===== src/rtl/spi_flash_pkg.sv =====
// spi_flash_pkg: SPI NOR opcodes and writer state encoding
package spi_flash_pkg;
  localparam logic [7:0] OP_WREN  = 8'h06;
  localparam logic [7:0] OP_SE4K  = 8'h20;
  localparam logic [7:0] OP_PP    = 8'h02;
  localparam logic [7:0] OP_RDSR  = 8'h05;
  localparam logic [7:0] OP_DUMMY = 8'hFF;
  typedef enum logic [3:0] {
    S_IDLE, S_GAP, S_WREN, S_CMD, S_ADDR2, S_ADDR1, S_ADDR0,
    S_FETCH, S_PROG, S_POLL_CMD, S_POLL_RD, S_DONE
  } state_t;
endpackage


===== src/rtl/toggle_hs.sv =====
// toggle_hs: req/ack toggle handshake; done strobes while ack matches an outstanding req
module toggle_hs (
  input  logic clk,
  input  logic rst,
  input  logic go_i,
  input  logic ack_i,
  output logic req_o,
  output logic done_o
);
  logic req_q, pend_q;
  always_ff @(posedge clk) begin
    if (rst) begin
      req_q  <= 1'b0;
      pend_q <= 1'b0;
    end else if (go_i) begin
      req_q  <= ~req_q;
      pend_q <= 1'b1;
    end else if (done_o) begin
      pend_q <= 1'b0;
    end
  end
  assign req_o  = req_q;
  assign done_o = pend_q && (ack_i == req_q);
endmodule


===== src/rtl/chameleon_spi_flash_writer.sv =====
// chameleon_spi_flash_writer: erases 4K sectors and page-programs SPI NOR flash from a byte source
module chameleon_spi_flash_writer
  import spi_flash_pkg::*;
#(
  parameter int a_bits     = 14,
  parameter int cs_gap     = 8,
  parameter int poll_limit = 2**20
) (
  input  logic              clk,
  input  logic              reset,
  input  logic              start,
  input  logic [23:0]       flash_addr,
  input  logic [15:0]       amount,
  output logic              busy,
  output logic              error,
  output logic              cs_n,
  output logic              spi_req,
  input  logic              spi_ack,
  output logic [7:0]        spi_d,
  input  logic [7:0]        spi_q,
  output logic              src_req,
  input  logic              src_ack,
  output logic [a_bits-1:0] src_a,
  input  logic [7:0]        src_q
);
  state_t state_q, nxt_q;
  logic [23:0] addr_q;
  logic [15:0] remain_q;
  logic [a_bits-1:0] src_a_q;
  logic [31:0] cnt_q;
  logic [7:0] spi_d_q, data_q, tx;
  logic busy_q, error_q, cs_n_q, sent_q, erase_q, spi_go_q, src_go_q;
  logic spi_done, src_done, byte_st, unused_q;
  toggle_hs u_spi (.clk(clk), .rst(reset), .go_i(spi_go_q), .ack_i(spi_ack), .req_o(spi_req), .done_o(spi_done));
  toggle_hs u_src (.clk(clk), .rst(reset), .go_i(src_go_q), .ack_i(src_ack), .req_o(src_req), .done_o(src_done));
  always_comb begin
    tx = OP_DUMMY;
    byte_st = 1'b1;
    case (state_q)
      S_WREN:     tx = OP_WREN;
      S_CMD:      tx = erase_q ? OP_SE4K : OP_PP;
      S_ADDR2:    tx = addr_q[23:16];
      S_ADDR1:    tx = addr_q[15:8];
      S_ADDR0:    tx = addr_q[7:0];
      S_PROG:     tx = data_q;
      S_POLL_CMD: tx = OP_RDSR;
      S_POLL_RD:  tx = OP_DUMMY;
      default:    byte_st = 1'b0;
    endcase
  end
  always_ff @(posedge clk) begin
    spi_go_q <= 1'b0;
    src_go_q <= 1'b0;
    if (reset) begin
      state_q  <= S_IDLE;
      nxt_q    <= S_IDLE;
      addr_q   <= '0;
      remain_q <= '0;
      src_a_q  <= '0;
      cnt_q    <= '0;
      spi_d_q  <= '0;
      data_q   <= '0;
      busy_q   <= 1'b0;
      error_q  <= 1'b0;
      cs_n_q   <= 1'b1;
      sent_q   <= 1'b0;
      erase_q  <= 1'b0;
    end else begin
      // every byte state launches its byte once, then waits for the matching ack
      if (byte_st && !sent_q) begin
        spi_d_q  <= tx;
        spi_go_q <= 1'b1;
        sent_q   <= 1'b1;
      end
      case (state_q)
        S_IDLE: if (start) begin
          addr_q   <= flash_addr;
          remain_q <= amount;
          src_a_q  <= '0;
          error_q  <= 1'b0;
          busy_q   <= 1'b1;
          erase_q  <= 1'b1;
          cnt_q    <= '0;
          nxt_q    <= S_WREN;
          state_q  <= (amount == 16'd0) ? S_DONE : S_GAP;
        end
        S_GAP: if (cnt_q + 32'd1 >= 32'(cs_gap)) begin
          cs_n_q  <= 1'b0;
          state_q <= nxt_q;
        end else cnt_q <= cnt_q + 32'd1;
        S_WREN: if (spi_done) begin
          sent_q  <= 1'b0;
          cs_n_q  <= 1'b1;
          cnt_q   <= '0;
          nxt_q   <= S_CMD;
          state_q <= S_GAP;
        end
        S_CMD:   if (spi_done) begin sent_q <= 1'b0; state_q <= S_ADDR2; end
        S_ADDR2: if (spi_done) begin sent_q <= 1'b0; state_q <= S_ADDR1; end
        S_ADDR1: if (spi_done) begin sent_q <= 1'b0; state_q <= S_ADDR0; end
        S_ADDR0: if (spi_done) begin
          sent_q <= 1'b0;
          if (erase_q) begin
            cs_n_q  <= 1'b1;
            cnt_q   <= '0;
            nxt_q   <= S_POLL_CMD;
            state_q <= S_GAP;
          end else state_q <= S_FETCH;
        end
        S_FETCH: if (!sent_q) begin
          src_go_q <= 1'b1;
          sent_q   <= 1'b1;
        end else if (src_done) begin
          data_q  <= src_q;
          sent_q  <= 1'b0;
          state_q <= S_PROG;
        end
        S_PROG: if (spi_done) begin
          sent_q   <= 1'b0;
          addr_q   <= addr_q + 24'd1;
          src_a_q  <= src_a_q + a_bits'(1);
          remain_q <= remain_q - 16'd1;
          if (remain_q == 16'd1 || addr_q[7:0] == 8'hFF) begin
            cs_n_q  <= 1'b1;
            cnt_q   <= '0;
            nxt_q   <= S_POLL_CMD;
            state_q <= S_GAP;
          end else state_q <= S_FETCH;
        end
        S_POLL_CMD: if (spi_done) begin sent_q <= 1'b0; cnt_q <= '0; state_q <= S_POLL_RD; end
        S_POLL_RD: if (spi_done) begin
          sent_q <= 1'b0;
          cnt_q  <= cnt_q + 32'd1;
          // after an erase the page program follows; after a program a new sector needs erasing first
          if (!spi_q[0]) begin
            cs_n_q  <= 1'b1;
            cnt_q   <= '0;
            erase_q <= !erase_q && addr_q[11:0] == 12'd0;
            nxt_q   <= S_WREN;
            state_q <= (!erase_q && remain_q == 16'd0) ? S_DONE : S_GAP;
          end else if (cnt_q + 32'd1 > 32'(poll_limit)) begin
            cs_n_q  <= 1'b1;
            error_q <= 1'b1;
            busy_q  <= 1'b0;
            state_q <= S_IDLE;
          end
        end
        S_DONE: begin busy_q <= 1'b0; state_q <= S_IDLE; end
        default: state_q <= S_IDLE;
      endcase
    end
  end
  assign unused_q = ^spi_q[7:1];
  assign busy  = busy_q;
  assign error = error_q;
  assign cs_n  = cs_n_q;
  assign spi_d = spi_d_q;
  assign src_a = src_a_q;
endmodule


===== config.mk =====
export PLATFORM = sky130hd
export DESIGN_NAME = chameleon_spi_flash_writer
export DESIGN_NICKNAME = d
export VERILOG_FILES = /design/src/rtl/spi_flash_pkg.sv /design/src/rtl/toggle_hs.sv /design/src/rtl/chameleon_spi_flash_writer.sv
export SDC_FILE = /design/constraint.sdc
export NUM_CORES = 1
export LEC_CHECK = 0
export CAP_MARGIN = 20
export CORE_MARGIN = 4
export CORE_UTILIZATION = 60
export DETAILED_ROUTE_END_ITERATION = 8
export GPL_TIMING_DRIVEN = 1
export PLACE_DENSITY = 0.83
export SLEW_MARGIN = 20
export SYNTH_ARGS = -nofsm -noshare
export SYNTH_HDL_FRONTEND = slang
export SYNTH_SLANG_ARGS = --single-unit
export TNS_END_PERCENT = 1

===== constraint.sdc =====
create_clock -name clk -period 7.1 [get_ports clk]
set_clock_uncertainty 0.15 [all_clocks]
set_input_delay 1.775 -clock clk [delete_from_list [all_inputs] [get_ports clk]]
set_output_delay 1.775 -clock clk [all_outputs]
set_load 0.02 [all_outputs]

==> impl_metrics.env <==
export IMPL_syn_area_per_cell_um2=7.58
export IMPL_grt_max_degree=76
export IMPL_avgViaCountPerCell=6.70
export IMPL_worstMarginPinSlew_ns=1.08
export IMPL_critPathSlowestCell="nand3_1"
export IMPL_top_usage_layer="met2"
export IMPL_critPathMaxFanout=32
export IMPL_maxCapViolCount=0
export IMPL_reg2reg_to="cnt_q[28]"
export IMPL_ys_ff_latch=120
export IMPL_port_buffers=80
export IMPL_die_area_mm2=0.0141
export IMPL_globalRouteOverflowTotal=0
export IMPL_synth_nets=1038
export IMPL_final_util=0.728
export IMPL_netlist_area_leader_share=0.327
export IMPL_antenna_found_initial=0
export IMPL_layout_drive_gt1_share=0.0729
export IMPL_crit_required_ns=7.22
export IMPL_final_hold_violation_count=0
export IMPL_synth_ff_type="dfxtp_1"
export IMPL_critical_path_startpoint_type="input port"
export IMPL_final_antenna_net_count=0
export IMPL_reg2reg_slack_ns=2.94
export IMPL_die_w_um=119
export IMPL_yosysSeqAreaShare=0.327
export IMPL_area_growth_pct=18.9
export IMPL_routed_wl_um=21200
export IMPL_status="complete, no violations"
export IMPL_cts_made_buffers=17
export IMPL_grt_met2_usage=0.472
export IMPL_clkTransAtPathRegs_ns=0.06
export IMPL_drc_errors=0
export IMPL_die_h_um=119
export IMPL_rsz0062_at_grt="false"
export IMPL_yosys_warnings=0
export IMPL_start_util=0.612
export IMPL_nets=1069
export IMPL_synthCells=971
export IMPL_rows=40
export IMPL_p_per_area_mw_per_mm2=355
export IMPL_r2r_start="remain_q[8]"
export IMPL_gr_usage_all_layers=0.295
export IMPL_setup_slack_ns=2.37
export IMPL_hold_end="spi_d[3]"
export IMPL_ioPinCount=88
export IMPL_core_mm2=0.0120
export IMPL_yosys_top_cells_area="dfxtp_1, a21oi_1, nor2_1"
export IMPL_grt_pass1_wl_um=34800
export IMPL_path_cells="clkdlybuf4s50_1 -> xnor2_1 -> nand3_1 -> nand2_1 -> buf_4 -> o21ai_0 -> a221oi_1 -> nor2_1"
export IMPL_grtUsageMet1=0.385
export IMPL_finalSetupTns_ns=0
export IMPL_place_hpwl_um=13800
export IMPL_drv_slew=0
export IMPL_synth_async_reset_ratio=0
export IMPL_vdd_drop_max_v=0.000294
export IMPL_num_vias=7785
export IMPL_p_leak_nw=2.98
export IMPL_met3_usage=0.0598
export IMPL_drtPass1Iterations=8
export IMPL_synth_cell_types=77
export IMPL_hold_depth=2
export IMPL_synth_edf_count=0
export IMPL_num_antenna_cells=0
export IMPL_slowest_delay_ns=0.69
export IMPL_cts_root_buf="clkbuf_16"
export IMPL_relSlewSlack=0.279
export IMPL_clk_latency_ns=0.42
export IMPL_cts_buffer_depth=2
export IMPL_synth_most_common_cell="dfxtp_1"
export IMPL_drt_iter0_drc=1053
export IMPL_htreeDepth=4
export IMPL_finalCriticalPeriod_ns=4.73
export IMPL_grt_pass1_vias=7136
export IMPL_post_place_ws_ns=2.00
export IMPL_min_period_over_period=0.667
export IMPL_max_freq_mhz=211
export IMPL_cts_tree="yes"
export IMPL_setup_viol=0
export IMPL_min_from="spi_d[3]"
export IMPL_hold_buffers=0
export IMPL_worstPathArrival_ns=4.86
export IMPL_synth_common_cells="dfxtp_1, nor2_1, a21oi_1"
export IMPL_wl_per_cell_um=18.3
export IMPL_holdCritPathClass="reg -> reg"
export IMPL_setup_worst_path_end_class="flop"
export IMPL_post_cts_repair_setup_buffers=0
export IMPL_synth_largest_area_cell="dfxtp_1"
export IMPL_cts_resized=0
export IMPL_gp_congestion=0.934
export IMPL_critPathKind="in -> reg"
export IMPL_clock_sinks=120
export IMPL_syn_cell_area_mm2=0.00736
export IMPL_worst_r2r_cell_count=8
-- flip-flops by register name (all words and copies together) (netlist names), 3 cells and up --
register,count
cnt_q,32
state_q,4
src_a,14
data_q,8
remain_q,16
nxt_q,3
spi_d,8
addr_q,24
-- worst max-delay path by stage --
stage / startpoint / to / slack [ns] / depth (start not counted)
after floorplan: spi_ack / src_a[12] / 3.43 / 8
after global placement: spi_ack / src_a[11] / 2.10 / 8
after detailed placement: spi_ack / src_a[13] / 2.00 / 9
after CTS: spi_ack / src_a[13] / 2.45 / 9
after global routing: spi_ack / src_a[11] / 2.20 / 8
final: spi_ack / addr_q[6] / 2.37 / 8
-- placed cells by master (no fill, tap or decap), types with 21 or more instances in the layout --
cell             instances
xnor2_1                 29
nor4_1                  21
nor2_1                 105
dfxtp_1                120
clkdlybuf4s50_1         79
a21oi_1                 91
nand4_1                 24
nor3_1                  37
nand2_1                 86
nand3_1                 48
o21ai_0                 60
-- critical path: cells and delay by family --
kind,cells,cell delay (ns)
buffers and inverters,2,0.83
xor gates and xnor gates,1,0.29
AOI/OAI and AO/OA,2,0.52
and+or+nand+nor,3,1.43
-- cells by family after synthesis --
| family | share of synthesized area |
|---|---|
| AOI/OAI and AO/OA | 0.257 |
| xor gates and xnor gates | 0.0417 |
| adders and majority gates | 0.0102 |
| buffers and inverters | 0.0561 |
| DFF | 0.327 |
| muxes | 0.0304 |
| and+or+nand+nor | 0.278 |
-- cell type report --
| type | count | area (um2) |
|---|---|---|
| Multi-Input combinational cell | 753 | 4560 |
| Inverter | 19 | 71.3 |
| Clock buffer | 19 | 453 |
| Sequential cell | 120 | 2400 |
| Fill cell | 968 | 3270 |
| Timing Repair Buffer | 91 | 882 |
| Clock inverter | 13 | 191 |
| Tap cell | 147 | 184 |
-- routing by layer --
metal / wire length (um) / part of all wire / up-vias
met2: 10100 / 0.48 / 417
met1: 8780 / 0.41 / 3613
met3: 1670 / 0.079 / 62
met4: 651 / 0.031 / 0
met5: 0 / 0 / -
li1: - / - / 3693
-- power by group --
group	leakage, nW	internal [mW]	switching [mW]	total (mW)
logic	1.70	0.444	0.769	1.21
registers	0.977	0.795	0.160	0.955
clock network	0.307	0.609	0.328	0.938
-- through the flow --
stage	total power [mW]	cell area [um2]	hold slack, ns	cells
CTS	3.08	8750	0.305	1162
global placement	2.11	8090	0.294	1129
global route	3.28	8750	0.342	1162
finish	3.11	8750	0.300	1162
detailed placement	2.13	8100	0.292	1130
floorplan	1.78	7360	0.297	971
No activity file was read; power rests on OpenSTA's default activity.
